## config.mk

```make
export PLATFORM = sky130hd
export DESIGN_NAME = dff_mem_burst
export DESIGN_NICKNAME = d
export VERILOG_FILES = /design/src/rtl/dff_mem_pkg.sv /design/src/rtl/dff_mem_array.sv /design/src/rtl/dff_mem_burst.sv
export SDC_FILE = /design/constraint.sdc
export NUM_CORES = 1
export LEC_CHECK = 0
export BUFFER_PORTS_ARGS = -buffer_cell sky130_fd_sc_hd__buf_2
export CORE_MARGIN = 8
export CORE_UTILIZATION = 35
export DETAILED_ROUTE_END_ITERATION = 10
export GPL_TIMING_DRIVEN = 0
export RECOVER_POWER = 50
export SYNTH_ARGS = -nofsm -noshare
export SYNTH_HDL_FRONTEND = slang
export SYNTH_HIERARCHICAL = 1
export SYNTH_SLANG_ARGS = --single-unit
```

## constraint.sdc

```tcl
create_clock -name clk -period 3.9 [get_ports clk]
set_clock_uncertainty 0.15 [all_clocks]
set_input_delay 0.39 -clock clk [delete_from_list [all_inputs] [get_ports clk]]
set_output_delay 0.39 -clock clk [all_outputs]
set_load 0.05 [all_outputs]
```

## src/rtl/dff_mem_pkg.sv

```systemverilog
// dff_mem_pkg: shared types and helpers for the dff_mem_burst scratch store.
//   cmd_op_e  - command opcodes carried on cmd_op
//   state_e   - controller states
//   even_par  - even-parity bit of a (zero-extended) data word
package dff_mem_pkg;

  typedef enum logic [1:0] {
    OP_WRITE = 2'b00,
    OP_READ  = 2'b01,
    OP_CLEAR = 2'b10,
    OP_RSVD  = 2'b11
  } cmd_op_e;

  typedef enum logic [1:0] {
    ST_IDLE,
    ST_WRITE,
    ST_READ,
    ST_CLEAR
  } state_e;

  // Widest data word the parity helper accepts; narrower words are zero-extended.
  localparam int PAR_IN_W = 64;

  function automatic logic even_par(input logic [PAR_IN_W-1:0] d);
    return ^d;
  endfunction

endpackage

```

## src/rtl/dff_mem_array.sv

```systemverilog
// dff_mem_array: DEPTH x WORD_W flip-flop storage.
//   clk    - write clock
//   we     - write enable, word written on the rising edge
//   waddr  - write address
//   wdata  - write word
//   raddr  - combinational read address
//   rdata  - combinational read word
// Contents are deliberately not reset.
module dff_mem_array
  import dff_mem_pkg::*;
#(
  parameter int WORD_W = 8,
  parameter int DEPTH  = 16,
  parameter int ADDR_W = 4
) (
  input  logic              clk,
  input  logic              we,
  input  logic [ADDR_W-1:0] waddr,
  input  logic [WORD_W-1:0] wdata,
  input  logic [ADDR_W-1:0] raddr,
  output logic [WORD_W-1:0] rdata
);

  logic [WORD_W-1:0] mem [DEPTH];

  always_ff @(posedge clk) begin
    if (we) mem[waddr] <= wdata;
  end

  assign rdata = mem[raddr];

endmodule

```

## src/rtl/dff_mem_burst.sv

```systemverilog
// dff_mem_burst: flip-flop scratch memory with command/beat handshakes.
//   clk, rst                 - clock, asynchronous active-high reset
//   cmd_valid/cmd_ready      - command handshake (cmd_op, cmd_addr, cmd_len)
//   cmd_op                   - 00 WRITE, 01 READ, 10 CLEAR, 11 reserved (dropped)
//   cmd_len                  - beats minus one; addresses wrap modulo DEPTH
//   wr_valid/wr_ready        - write beat handshake (wr_data, err_inj)
//   rd_valid/rd_ready        - read beat handshake (rd_data, parity_err)
//   busy                     - burst in progress or read beat pending
// Build option DFF_MEM_PARITY_EN: stores an even-parity bit per word (err_inj
// inverts it on write) and reports mismatches on parity_err. Without it
// parity_err is 0 and err_inj is ignored.
module dff_mem_burst
  import dff_mem_pkg::*;
#(
  parameter  int DATA_W = 8,
  parameter  int DEPTH  = 16,
  localparam int ADDR_W = $clog2(DEPTH)
) (
  input  logic              clk,
  input  logic              rst,
  input  logic              cmd_valid,
  output logic              cmd_ready,
  input  logic [1:0]        cmd_op,
  input  logic [ADDR_W-1:0] cmd_addr,
  input  logic [ADDR_W-1:0] cmd_len,
  input  logic              wr_valid,
  input  logic [DATA_W-1:0] wr_data,
  input  logic              err_inj,
  output logic              wr_ready,
  output logic              rd_valid,
  output logic [DATA_W-1:0] rd_data,
  output logic              parity_err,
  input  logic              rd_ready,
  output logic              busy
);

`ifdef DFF_MEM_PARITY_EN
  localparam int PAR_W = 1;
`else
  localparam int PAR_W = 0;
`endif
  localparam int WORD_W = DATA_W + PAR_W;

  if ((DEPTH < 2) || ((DEPTH & (DEPTH - 1)) != 0)) begin : g_bad_depth
    $error("dff_mem_burst: DEPTH must be a power of two and at least 2");
  end
`ifdef DFF_MEM_PARITY_EN
  if (DATA_W > PAR_IN_W) begin : g_bad_width
    $error("dff_mem_burst: DATA_W too wide for the parity helper");
  end
`endif

  state_e            state;
  logic [ADDR_W-1:0] ptr;
  logic [ADDR_W-1:0] cnt;

  logic              mem_we;
  logic [ADDR_W-1:0] mem_raddr;
  logic [WORD_W-1:0] mem_wdata;
  logic [WORD_W-1:0] mem_rdata;
  logic [DATA_W-1:0] rd_word;
  logic              rd_word_perr;
  logic              wr_fire;

  assign cmd_ready = (state == ST_IDLE);
  assign wr_ready  = (state == ST_WRITE);
  assign busy      = (state != ST_IDLE) || rd_valid;
  assign wr_fire   = (state == ST_WRITE) && wr_valid;

  always_comb begin
    mem_we    = wr_fire || (state == ST_CLEAR);
    mem_wdata = '0;
    if (wr_fire) begin
`ifdef DFF_MEM_PARITY_EN
      mem_wdata = {even_par(PAR_IN_W'(wr_data)) ^ err_inj, wr_data};
`else
      mem_wdata = wr_data;
`endif
    end
    // In IDLE the read port looks at the incoming command so beat 0 can be
    // registered on the accept edge; elsewhere it follows ptr.
    mem_raddr = (state == ST_IDLE) ? cmd_addr : ptr;
  end

  assign rd_word = mem_rdata[DATA_W-1:0];
`ifdef DFF_MEM_PARITY_EN
  assign rd_word_perr = mem_rdata[DATA_W] ^ even_par(PAR_IN_W'(rd_word));
`else
  assign rd_word_perr = 1'b0;
  logic unused_err_inj;
  assign unused_err_inj = err_inj;
`endif

  dff_mem_array #(
    .WORD_W (WORD_W),
    .DEPTH  (DEPTH),
    .ADDR_W (ADDR_W)
  ) u_array (
    .clk   (clk),
    .we    (mem_we),
    .waddr (ptr),
    .wdata (mem_wdata),
    .raddr (mem_raddr),
    .rdata (mem_rdata)
  );

  always_ff @(posedge clk or posedge rst) begin
    if (rst) begin
      state      <= ST_IDLE;
      ptr        <= '0;
      cnt        <= '0;
      rd_valid   <= 1'b0;
      rd_data    <= '0;
      parity_err <= 1'b0;
    end else begin
      case (state)
        ST_IDLE: begin
          if (cmd_valid) begin
            case (cmd_op_e'(cmd_op))
              OP_WRITE: begin
                ptr   <= cmd_addr;
                cnt   <= cmd_len;
                state <= ST_WRITE;
              end
              OP_CLEAR: begin
                ptr   <= cmd_addr;
                cnt   <= cmd_len;
                state <= ST_CLEAR;
              end
              OP_READ: begin
                rd_data    <= rd_word;
                parity_err <= rd_word_perr;
                rd_valid   <= 1'b1;
                ptr        <= cmd_addr + ADDR_W'(1);
                cnt        <= cmd_len;
                state      <= ST_READ;
              end
              default: ;
            endcase
          end
        end
        ST_WRITE: begin
          if (wr_valid) begin
            ptr <= ptr + ADDR_W'(1);
            if (cnt == '0) state <= ST_IDLE;
            else           cnt   <= cnt - ADDR_W'(1);
          end
        end
        ST_CLEAR: begin
          ptr <= ptr + ADDR_W'(1);
          if (cnt == '0) state <= ST_IDLE;
          else           cnt   <= cnt - ADDR_W'(1);
        end
        ST_READ: begin
          if (rd_ready) begin
            if (cnt == '0) begin
              rd_valid <= 1'b0;
              state    <= ST_IDLE;
            end else begin
              rd_data    <= rd_word;
              parity_err <= rd_word_perr;
              ptr        <= ptr + ADDR_W'(1);
              cnt        <= cnt - ADDR_W'(1);
            end
          end
        end
        default: state <= ST_IDLE;
      endcase
    end
  end

endmodule

```

[Word level (Yosys, flattened, before mapping)]
Memory sizes are Yosys's and may differ from the RTL's.
Index checks and enable logic that the tools add are counted.
Cells by class
  $add $sub $neg: 3
  multiply operators: 0
  div/mod/pow operators: 0
  magnitude comparators: 0
  equality and inequality tests: 14
  shifts and indexed selects: 0
  multiplexer cells: 37
  bitwise gates (word level): 0
  reductions and logical operators: 15
Operators with widths (count)
  4-bit 2-to-1 mux: 10
  8-bit 2-to-1 mux: 5
  4-bit case mux with 4 select lines: 2
  8-bit case mux with 2 select lines: 1
  5-bit AND reduction: 3
  2-bit inequality test (second input constant): 6
  1-bit 2-to-1 mux: 10
  4-bit by 1-bit adder with 4-bit output (second input constant): 2
  2-bit 2-to-1 mux: 4
  2-bit case mux with 4 select lines: 1
  4-bit case mux with 2 select lines: 1
  4-bit AND reduction: 2
  2-bit equality test (second input constant): 3
  2-bit case mux with 3 select lines: 1
  2-bit by 1-bit equality test with 1-bit output (second input constant): 2
  2-bit logical NOT: 2
  4-bit logical NOT: 1
  4-bit by 1-bit inequality test with 1-bit output (second input constant): 1
  1-bit case mux with 2 select lines: 2
  2-bit nonzero test: 2
  4-bit by 1-bit subtractor with 4-bit output (second input constant): 1
  3-bit by 2-bit inequality test with 1-bit output (second input constant): 1
  3-bit OR reduction: 1
  1-bit logical OR: 2
  3 further kinds: 3
Storage, ports and cells
  flip-flop bits (word level): 20
  bits in latches: 0
  bits in writable memories: 128
  memory bits (read-only): 0
  input bits: 24
  output and inout port bits: 13
  word-level logic and storage cells: 76
  memories: 1
Memories
  u_array.mem: depth 16, width 8, rd ports 1, clocked after memory_dff 0, wr ports 1, RTL line dff_mem_array.sv:24  | logic [WORD_W-1:0] mem [DEPTH];

[Longest topological paths before layout]
Gate-level depths: netlist of the first run.
An unclocked memory read counts as a cell.
  depth after elaboration: 6
  mapped depth: 12
  depth with buffers taken out: 8

[Modules after synthesis]
Netlist of the first run, hierarchy kept.
By module, submodules not included
  dff_mem_array: times used 1, cells each 221, area an instance 4987.3 um^2
  dff_mem_burst: times used 1, cells each 138, area an instance 1336.3 um^2

[Worst setup path before layout of the first run]
Ideal clock, no wire load.
  kind: register to register
  start point: register state[0]
  end point: register rd_data[1]
  data arrival time: 2.545 ns
  required time: 3.625 ns
  slack: 1.080 ns
  stages on the path, launching flop included: 13
  cells stage by stage: dfrtp_1 or2_2 buf_6 clkinv_2 buf_4 nand2_1 nand2_1 buf_6 buf_6 mux4_1 a22oi_1 nand2_1 mux2_2
Between the ends
  cells in the longest elaborated chain, start to end: 6
  elaborated cells between the ends (all ways): 15
Ends and longest elaborated chain
  from (decl): RTL line dff_mem_burst.sv:53  | state_e state;
  from (signal assigned): RTL line dff_mem_burst.sv:109  | state <= ST_IDLE;
  from (signal assigned): RTL line dff_mem_burst.sv:123  | state <= ST_WRITE;
  from (signal assigned): RTL line dff_mem_burst.sv:128  | state <= ST_CLEAR;
  2-bit logical NOT (*)
  named net cmd_ready: RTL line dff_mem_burst.sv:22  | output logic cmd_ready,
  4-bit 2-to-1 mux (*): RTL line dff_mem_burst.sv:82  | mem_raddr = (state == ST_IDLE) ? cmd_addr : ptr;
  named net mem_raddr[0]: RTL line dff_mem_burst.sv:58  | logic [ADDR_W-1:0] mem_raddr;
  memory 16 x 8 bit (*)
  named net mem_rdata[1]: RTL line dff_mem_burst.sv:60  | logic [WORD_W-1:0] mem_rdata;
  8-bit 2-to-1 mux, on equally long branches: RTL line dff_mem_burst.sv:156, dff_mem_burst.sv:119
  8-bit 2-to-1 mux, on equally long branches: RTL line dff_mem_burst.sv:155, dff_mem_burst.sv:118
  8-bit case mux with 2 select lines (*): RTL line dff_mem_burst.sv:116  | case (state)
  to (signal assigned): RTL line dff_mem_burst.sv:131  | rd_data <= rd_word;
  to (signal assigned): RTL line dff_mem_burst.sv:160  | rd_data <= rd_word;
  to (decl): RTL line dff_mem_burst.sv:31  | output logic [DATA_W-1:0] rd_data,
The timed path passes the listed nets; every way through them passes the cells marked *. The select of a mux whose other input is x is not followed.
A chain may end at the register's enable or synchronous reset.

[Final worst setup path of the first run]
  start point: register state[0]
  end point: register rd_data[7]
Between the ends
  cells in the longest elaborated chain, start to end: 6
  elaborated cells between the ends (all ways): 15
Ends and longest elaborated chain (RTL line)
  2-bit logical NOT (*): dff_mem_burst.sv:82
  4-bit 2-to-1 mux (*): dff_mem_burst.sv:82
  named net mem_raddr[0]: dff_mem_burst.sv:58
  memory 16 x 8 bit (*)
  named net mem_rdata[7]: dff_mem_burst.sv:60
  8-bit 2-to-1 mux, on equally long branches: dff_mem_burst.sv:156, dff_mem_burst.sv:119
  8-bit 2-to-1 mux, on equally long branches: dff_mem_burst.sv:155, dff_mem_burst.sv:118
  8-bit case mux with 2 select lines (*): dff_mem_burst.sv:116
Marks and branches as above.

==> metrics.yaml, run 1 <==
status:
  status: "finished clean"
floorplan:
  initial_core_util: 0.3544
  die-height_um: 150.4
  die_w_um: 150.4
  dieArea_um2: 22620
  fp-row-count: 49
  core_um2: 17840
  io_pins: 37
synth:
  ys_top_cells_by_count: "edfxtp_1, nand2_1, nor2_1"
  yosysSeqAreaShare: 0.6830
  yosysUniqueCellTypes: 51
  synthCells: 359
  yosysMostFrequentCell: "edfxtp_1"
  ys_seq_elements: 147
  synth_area_leaders: "edfxtp_1, dfrtp_1, mux4_2, mux4_1, a22oi_1"
  synth.net_count: 391
  synth_largest_area_cell: "edfxtp_1"
  avgSynthCellArea_um2: 17.61
  synth_edf_count: 128
  synth_top_area_share: 0.6078
  synthFlopType: "edfxtp_1"
  netlist_area_um2: 6324
  ys_warn_count: 6
  synth-async-reset-ratio: 0.1293
sta:
  fmax_mhz: 314.5
  max-slew-margin-rel: 0.1129
  hold_viol_final: 0
  setup_viol: 0
  rsz0062_at_grt: "no"
  fin_crit_ns: 3.180
  setup_tns_ns: 0
  timing.final.crit_share: 0.8154
  drv_slew: 0
  worstMarginPinSlew_ns: 1.320
global_route:
  antenna_found_initial: 1
  grt_pass1_vias: 3359
  grt-ovfl-total: 0
  grt_pass1_wl_um: 20400
  grt_max_degree: 20
  grt.total_usage: 0.1222
worst_setup_path:
  start_kind: "flip-flop"
  cp-end-kind: "flip-flop"
  criticalPathCategory: "flip-flop to flip-flop"
  required_ns: 4.05
  cp_data_arrival_time_ns: 3.33
  cp_max_fo: 10
placed_design:
  dp_hpwl_um: 9087
  port_buffers: 34
  routabilityCongestion: 0.7702
route:
  routed-via-count: 3405
  drc: 0
  first_pass_iters: 5
  vias_per_cell: 5.198
  first_iter_violations: 220
  wl_per_cell_um: 20.32
  routed_wl_um: 13310
  ant_nets: 0
power:
  ir_worst_vdd_mv: 0.5261
  leakagePower_nw: 2.631
  power_density_nw_per_um2: 822.6
  power_mw: 6.048
cells_and_area:
  area_delta_synth_final_pct: 16.26
  fin_nets: 445
  antenna_cells: 0
  drive_above_1_share: 0.2559
cts:
  htreeDepth: 4
  numCtsBuffers: 17
  clock_latency_ns: 0.41
  root_buffer: "clkbuf_16"
  cts_tree: "built"
  postCtsSetupRepairBufs: 0
  path_clk_slew_ns: 0.07
  cts_resized: 0
  clock_sinks: 147
  cts.path.max_buffers: 2
run:
  max-cap-violations: 0
worst_hold_path:
  min_path_type: "input pin to flip-flop"
worst max-delay path, cell delays in order (launching register included):
cell and delay [ns]:
dfrtp_1 0.43, or2_2 0.32, buf_6 0.14, clkinv_2 0.09, buf_4 0.18, nand2_1 0.07
nand2_1 0.07, buf_6 0.13, buf_4 0.25, mux4_2 0.54, a22oi_1 0.28, nand2_1 0.12
mux2_2 0.28
flip-flops by register name, indices dropped and copies added (netlist names):
name / cells
ptr: 4
rd_data: 8
u_array/mem: 128
cnt: 4
state: 2
rd_valid: 1
layer usage:
| metal | GRT usage | vias up | wire length [µm] |
|---|---|---|---|
| li1 | - | 1548 | - |
| met1 | 0.1550 | 1752 | 5626 |
| met2 | 0.2031 | 88 | 6791 |
| met3 | 0.02435 | 15 | 645 |
| met4 | 0.04548 | 2 | 234 |
| met5 | 0 | - | 12 |
placed cells by master (no fill, tap or decap), types with 2 or more instances in the layout:
master           Yosys  layout
mux2i_1              3       3
buf_4                5       4
nand3_1              4       4
o2111ai_1            2       2
clkbuf_1             1      12
mux4_1              14      14
mux4_2              18      18
o22ai_1              3       3
inv_1                8       8
nor2_1              20      20
edfxtp_1           128     128
nand3b_1             3       3
nand2_1             28      28
a21oi_1              3       4
xnor2_1              3       3
clkinvlp_4           0       3
inv_6                0       5
clkbuf_16            0      17
dfrtp_1             19      19
nor3_2               0       2
ha_1                 8       8
a22o_1               2       2
inv_8                0       5
mux2_2               8       8
buf_2                5      29
buf_6                5       5
o221ai_1             2       2
nand2b_1             3       3
o21ai_0              5       5
nor3_1               5       3
and3_1               9       9
a22oi_1             19      19
clkdlybuf4s25_2      3       3
path summary, 6_finish.rpt:
check	start	end	slack, ns	cells past startpoint
max	state[0]	rd_data[7]	0.72	12
min	cmd_len[1]	cnt[1]	0.12	3
max reg2reg	state[0]	rd_data[7]	0.72	12
min reg2reg	rd_data[1]	rd_data[1]	0.36	1
max in group asynchronous	rst	cnt[3]	2.57	3
min in group asynchronous	rst	rd_data[3]	0.53	3
repair_timing:
item,4_1_cts,5_1_grt
endpoints found under the setup margin,0,0
hold endpoints to repair,19,0
hold buffers,1,0
per-stage QoR:
step	util	setup slack, ns	cell area, µm²	std cells	hold WS, ns
final	0.4121	0.7199	7352	655	0.1202
after global routing	0.4121	0.5401	7352	655	0.1532
after CTS	0.4138	0.6755	7382	655	0.1104
after detailed placement	0.3803	0.6819	6785	622	0.3477
after global placement	0.3800	0.6861	6780	622	0.3342
after floorplan	-	1.080	6324	359	0.1911
kinds of logic after synthesis:
group / share of synthesized area
DFF: 0.6830
and+or+nand+nor: 0.06648
AOI/OAI and AO/OA: 0.05303
muxes: 0.1472
buffers and inverters: 0.02968
adders and majority gates: 0.01583
xor gates and xnor gates: 0.004156
other: 0.0005930
final cells by class:
| cell class | instances | area (µm²) |
|---|---|---|
| Buffer | 19 | 148.9 |
| Clock buffer | 17 | 425.4 |
| Clock inverter | 15 | 161.4 |
| Fill cell | 1586 | 10490 |
| Inverter | 9 | 35.03 |
| Multi-Input combinational cell | 184 | 1808 |
| Sequential cell | 147 | 4319 |
| Tap cell | 229 | 286.5 |
| Timing Repair Buffer | 35 | 167.7 |
power by group:
| part | internal (mW) | leakage [nW] | switching, mW | total (mW) |
|---|---|---|---|---|
| Sequential | 1.99 | 1.42 | 0.128 | 2.12 |
| Clock | 0.910 | 0.281 | 0.694 | 1.60 |
| Combinational | 0.953 | 0.930 | 1.37 | 2.32 |
No activity file was read; power rests on OpenSTA's default activity.
==> run 2: changes to the inputs <==
Clock period 3.9 ns to 3.15 ns, I/O delays scaled along.
==> metrics.yaml, run 2 (same netlist as run 1, synthesis figures left out) <==
status:
  status: "finished clean"
route:
  wl_per_cell_um: 20.48  # +0.76%
  vias_per_cell: 5.219  # +0.39%
  ant_nets: 0  # unchanged
  first_iter_violations: 232  # +5.5%
  routed_wl_um: 13390  # +0.61%
  drc: 0  # unchanged
  first_pass_iters: 5  # unchanged
  routed-via-count: 3413  # +0.23%
global_route:
  grt-ovfl-total: 0  # unchanged
  grt_max_degree: 20  # unchanged
  grt_pass1_wl_um: 20420  # about the same
  grt.total_usage: 0.1224  # +0.0001942
  grt_pass1_vias: 3359  # unchanged
  antenna_found_initial: 1  # unchanged
worst_setup_path:
  cp_max_fo: 17  # +7
  cp_data_arrival_time_ns: 3.12  # -0.21 ns
  start_kind: "flip-flop"
  cp_num_cells: 11  # -1
  worst-path-buf-inv: 4  # -1
  cp-end-kind: "flip-flop"
  timing.critical_path.mode_cell: "nand2_1"
  criticalPathCategory: "flip-flop to flip-flop"
  worst_path_largest_cell_delay_ns: 0.56  # +0.02 ns
  required_ns: 3.30  # -0.75 ns
  critPathTopFamily: "multiplexers"
  crit_chain: "or2_2 > buf_6 > clkinv_2 > nand2_1 > nand2_1 > buf_6 > buf_8 > mux4_2 > a22oi_1 > nand2_1 > mux2_2"
  worstRegToRegCells: 11  # -1
  slowest_stage: "mux4_2"
power:
  leakagePower_nw: 2.595  # -1.4%
  power_density_nw_per_um2: 1034  # +26%
  ir_worst_vdd_mv: 0.6533  # +24%
sta:
  fin_crit_ns: 2.974  # -0.2062 ns
  setup_tns_ns: 0  # unchanged
  timing.final.crit_share: 0.9441  # +0.1287
  hold_viol_final: 0  # unchanged
  max-slew-margin-rel: 0.1143  # +0.001400
  worstMarginPinSlew_ns: 1.318  # -0.002084 ns
  fmax_mhz: 336.3  # +6.9%
  drv_slew: 0  # unchanged
  setup_viol: 0  # unchanged
  rsz0062_at_grt: "no"
floorplan:
  die-height_um: 150.4  # unchanged
  dieArea_um2: 22620  # unchanged
  initial_core_util: 0.3544  # unchanged
  io_pins: 37  # unchanged
  die_w_um: 150.4  # unchanged
  fp-row-count: 49  # unchanged
  core_um2: 17840  # unchanged
cells_and_area:
  seq_area_um2: 4319  # unchanged
  final_common_cell: "edfxtp_1"
  largest-register: "u_array/mem"
  reg_top3: "u_array/mem: 128 flops, rd_data: 8 flops"
  area_delta_synth_final_pct: 16.26  # unchanged
  antenna_cells: 0  # unchanged
  fin_cells: 654  # -0.15%
  fin_nets: 444  # -0.22%
  layout_common_cells: "edfxtp_1, buf_2, nand2_1, mux4_2, nor2_1"
  drive_above_1_share: 0.2894  # +0.03354
  fillers: 1594  # +0.50%
  multi_input_area_um2: 1804  # -0.21%
  largest_reg_flops: 128  # unchanged
cts:
  postCtsSetupRepairBufs: 0  # unchanged
  clock_sinks: 147  # unchanged
  numCtsBuffers: 17  # unchanged
  cts.path.max_buffers: 2  # unchanged
  root_buffer: "clkbuf_16"
  path_clk_slew_ns: 0.06  # about the same
  cts_tree: "built"
  htreeDepth: 4  # unchanged
  clock_latency_ns: 0.41  # about the same
placed_design:
  dp_hpwl_um: 9087  # unchanged
  dp_cells: 622  # unchanged
  routabilityCongestion: 0.7702  # unchanged
  port_buffers: 34  # unchanged
run:
  max-cap-violations: 0  # unchanged
worst_hold_path:
  min_path_type: "input pin to flip-flop"
  worstHoldPathCells: 3  # unchanged
## run 2: changes by cell type in the layout (fill, tap and decap cells not counted), sizes merged
| cell | delta |
|---|---|
| buf | -1 |
## run 2: layout make-up
class / count / share of cell area
Multi-Input combinational cell: 184 / 0.2454
Buffer: 18 / 0.02076
Sequential cell: 147 / 0.5875
Inverter: 9 / 0.004765
Clock buffer: 17 / 0.05786
Clock inverter: 15 / 0.02195
Timing Repair Buffer: 35 / 0.02280
Tap cell: 229 / 0.03897
## run 2: worst reg2reg max path, stage by stage, from the launching register on
cell and delay, ns:
dfrtp_1 0.43, or2_2 0.32, buf_6 0.14, clkinv_2 0.17, nand2_1 0.08, nand2_1 0.08, buf_6 0.14, buf_8 0.17
mux4_2 0.56, a22oi_1 0.25, nand2_1 0.11, mux2_2 0.27
## run 2: worst paths after layout
path | startpoint | endpoint | slack (ns)
setup reg to reg | state[0] | rd_data[1] | 0.18
setup / recovery | state[0] | rd_data[1] | 0.18
hold reg to reg | rd_data[1] | rd_data[1] | 0.36
hold / removal | cmd_len[1] | cnt[1] | 0.04
max in group asynchronous | rst | cnt[0] | 1.89
min in group asynchronous | rst | rd_data[3] | 0.46
## run 2: timing repair
action,4_1_cts,5_1_grt
gates resized for setup,5,13
endpoints found under the setup margin,5,8
endpoints found under the hold margin,19,0
hold buffers,1,0
gates cloned,0,0
pin swaps,0,1
## run 2: where the power goes
part | internal, mW | switching (mW)
Combinational | 1.24 | 1.75
Clock | 1.13 | 0.862
Sequential | 2.47 | 0.160
Total | 4.83 | 2.77
## run 2: per-layer routing
| metal | global-route usage | share of wire | up-vias |
|---|---|---|---|
| met5 | 0 | 0.00090 | - |
| li1 | - | - | 1536 |
| met4 | 0.04548 | 0.016 | 2 |
| met3 | 0.02435 | 0.053 | 13 |
| met2 | 0.2036 | 0.52 | 102 |
| met1 | 0.1552 | 0.41 | 1760 |
## run 2: through the flow
step / power (mW) / setup WS [ns] / instance area (µm²) / hold slack, ns / util
floorplan: 4.809 / 0.3300 / 6324 / 0.1161 / -
global placement: 5.570 / -0.06388 / 6780 / 0.3342 / 0.3800
detailed placement: 5.622 / -0.06812 / 6785 / 0.3477 / 0.3803
CTS: 7.658 / 0.01788 / 7398 / 0.03544 / 0.4147
global route: 7.977 / 0.02754 / 7352 / 0.07816 / 0.4121
finish: 7.604 / 0.1761 / 7352 / 0.04015 / 0.4121
==> run 3: changes to the inputs <==
Settings changed: SLEW_MARGIN set to 10, SYNTH_HIERARCHICAL 1 to unset.
Clock period 3.15 ns to 3.4 ns, I/O delays scaled along.
==> metrics.yaml, run 3 <==
route:
  routed-via-count: 4483  # +31%
  routed_wl_um: 17390  # +30%
  drc: 0  # unchanged
  first_iter_violations: 359  # +55%
  ant_nets: 0  # unchanged
  wl_per_cell_um: 21.93  # +7.1%
  vias_per_cell: 5.653  # +8.3%
  first_pass_iters: 5  # unchanged
synth:
  ys_warn_count: 0  # -6
  ys_seq_elements: 147  # unchanged
  synth_top_area_share: 0.5740  # -0.03384
  synthCells: 492  # +37%
  synth_edf_count: 128  # unchanged
  ys_top_cells_by_count: "edfxtp_1, mux2i_1, nand2_1"
  synthFlopType: "edfxtp_1"
  synth-async-reset-ratio: 0.1293  # unchanged
  yosysSeqAreaShare: 0.6450  # -0.03803
  synth_largest_area_cell: "edfxtp_1"
  yosysUniqueCellTypes: 63  # +24%
  netlist_area_um2: 6696  # +5.9%
  avgSynthCellArea_um2: 13.61  # -23%
  synth_area_leaders: "edfxtp_1, dfrtp_1, mux2i_1, and3_1, nand2_1"
  yosysMostFrequentCell: "edfxtp_1"
  synth.net_count: 527  # +35%
cts:
  numCtsBuffers: 17  # unchanged
  clock_latency_ns: 0.42  # about the same
  clock_sinks: 147  # unchanged
  path_clk_slew_ns: 0.06  # about the same
  postCtsSetupRepairBufs: 0  # unchanged
  cts.path.max_buffers: 2  # unchanged
  root_buffer: "clkbuf_16"
  htreeDepth: 4  # unchanged
  cts_tree: "built"
global_route:
  grt-ovfl-total: 0  # unchanged
  grt_pass1_wl_um: 26560  # +30%
  use_met1: 0.1906  # +0.03539
  grt_pass1_vias: 4514  # +34%
  use_met2: 0.2325  # +0.02893
  antenna_found_initial: 0  # -1
  met3_usage: 0.03734  # +0.01299
  grt.total_usage: 0.1487  # +0.02637
  grt-busiest-layer: "met2"
  grt_max_degree: 20  # unchanged
placed_design:
  placed_cell_area_um2: 7159  # +5.5%
  routabilityCongestion: 0.8223  # +6.8%
  port_buffers: 34  # unchanged
  dp_hpwl_um: 12130  # +33%
worst_setup_path:
  start_kind: "flip-flop"
  worstRegToRegCells: 4  # -7
  crit_path_end: "u_array.mem[0][5]"
  r2r-start: "state[0]"
  cp-end-kind: "flip-flop"
  required_ns: 3.28  # -0.02 ns
  cp_max_fo: 10  # -7
  criticalPathCategory: "flip-flop to flip-flop"
  cp_data_arrival_time_ns: 2.73  # -0.39 ns
  reg2reg_to: "u_array.mem[0][5]"
  crit_start: "state[0]"
  r2r_slack_ns: 0.56  # +0.38 ns
power:
  ir_worst_vdd_mv: 0.3337  # -49%
  leakagePower_nw: 2.908  # +12%
  power_density_nw_per_um2: 914.5  # -12%
sta:
  hold_viol_final: 0  # unchanged
  rsz0062_at_grt: "no"
  max-slew-margin-rel: 0.2051  # +0.09079
  setup_tns_ns: 0  # unchanged
  fmax_mhz: 351.6  # +4.6%
  worstMarginPinSlew_ns: 1.183  # -0.1351 ns
  drv_slew: 0  # unchanged
  fin_crit_ns: 2.844  # -0.1301 ns
  timing.final.crit_share: 0.8364  # -0.1077
  setup_viol: 0  # unchanged
floorplan:
  core_um2: 18770  # +5.2%
  fp-row-count: 50  # +2.0%
  dieArea_um2: 23810  # +5.3%
  die-height_um: 154.3  # +2.6%
  initial_core_util: 0.3568  # +0.002357
  io_pins: 37  # unchanged
  die_w_um: 154.3  # +2.6%
cells_and_area:
  largest_reg_flops: 128  # unchanged
  fin_nets: 581  # +31%
  antenna_cells: 0  # unchanged
  largest-register: "u_array.mem"
  design_area_um2: 7790  # +6.0%
  drive_above_1_share: 0.1717  # -0.1177
  reg_top3: "u_array.mem: 128 flops, rd_data: 8 flops"
  layout_common_cells: "edfxtp_1, mux2i_1, nand2_1, buf_2"
  final_util: 0.4151  # +0.002976
  area_delta_synth_final_pct: 16.33  # about the same
  final_common_cell: "edfxtp_1"
worst_hold_path:
  worstHoldPathCells: 3  # unchanged
  min_path_type: "input pin to flip-flop"
run:
  max-cap-violations: 0  # unchanged
status:
  status: "finished clean"
## run 3: changes by cell type after synthesis, moves of 14 or more
cell,change
a22oi_1,-17
and3_1,+15
mux2i_1,+36
mux4_1,-14
mux4_2,-18
nand3_1,+17
o21ai_0,+18
## run 3: power breakdown
part / switching [mW] / internal (mW)
clock network: 0.729 / 1.25
registers: 0.155 / 2.26
logic: 1.84 / 0.894
## run 3: repair_timing
action	4_1_cts	5_1_grt
hold buffers	1	0
endpoints found under the hold margin	19	0
gates resized for setup	0	0
## run 3: per-layer routing
metal  vias to the layer above  part of all wire  routed length, µm
met4                         0             0.026                457
met2                       191              0.46               8044
met3                        24             0.071               1235
met5                         -                 0                  0
met1                      2250              0.44               7651
li1                       2018                 -                  -
## run 3: area by class of cell
cell class                      count  area [µm²]
Inverter                           12       45.04
Buffer                             29       178.9
Tap cell                          234       292.8
Timing Repair Buffer               35       167.7
Clock inverter                     12       181.4
Clock buffer                       20       446.7
Fill cell                        1719       10980
Multi-Input combinational cell    304        2158
Sequential cell                   147        4319
## run 3: cell families after synthesis
| logic type | count (synthesis) | synth area share |
|---|---|---|
| DFF | 147 | 0.6450 |
| and+or+nand+nor | 142 | 0.1112 |
| AOI/OAI and AO/OA | 99 | 0.1117 |
| muxes | 48 | 0.07343 |
| buffers and inverters | 41 | 0.03363 |
| adders and majority gates | 11 | 0.02055 |
| xor gates and xnor gates | 3 | 0.003924 |
| other | 1 | 0.0005600 |
## run 3: worst max-delay path: stages (launching register included)
cell      delay (ns)
dfrtp_1         0.48
clkbuf_1        0.41
o21a_1          0.30
nand2_1         0.18
nor3_1          0.94
## run 3: worst min path at each step
stage | from | endpoint
6_report | cmd_len[2] | cnt[2]
5_1_grt | cmd_len[2] | cnt[2]
4_1_cts | cmd_len[0] | cnt[0]
3_5_place_dp | cnt[1] | cnt[1]
3_3_place_gp | cnt[1] | cnt[1]
2_1_floorplan | rst | cnt[0]
## run 3: through the flow
step	power (mW)	std cells	worst slack [ns]	hold slack, ns
after global placement	5.101	760	0.6520	0.3506
after global routing	7.446	793	0.3860	0.1337
final	7.124	793	0.5562	0.08771
after floorplan	4.360	492	1.064	0.1411
after CTS	7.143	793	0.5535	0.04822
after detailed placement	5.171	760	0.6564	0.3629
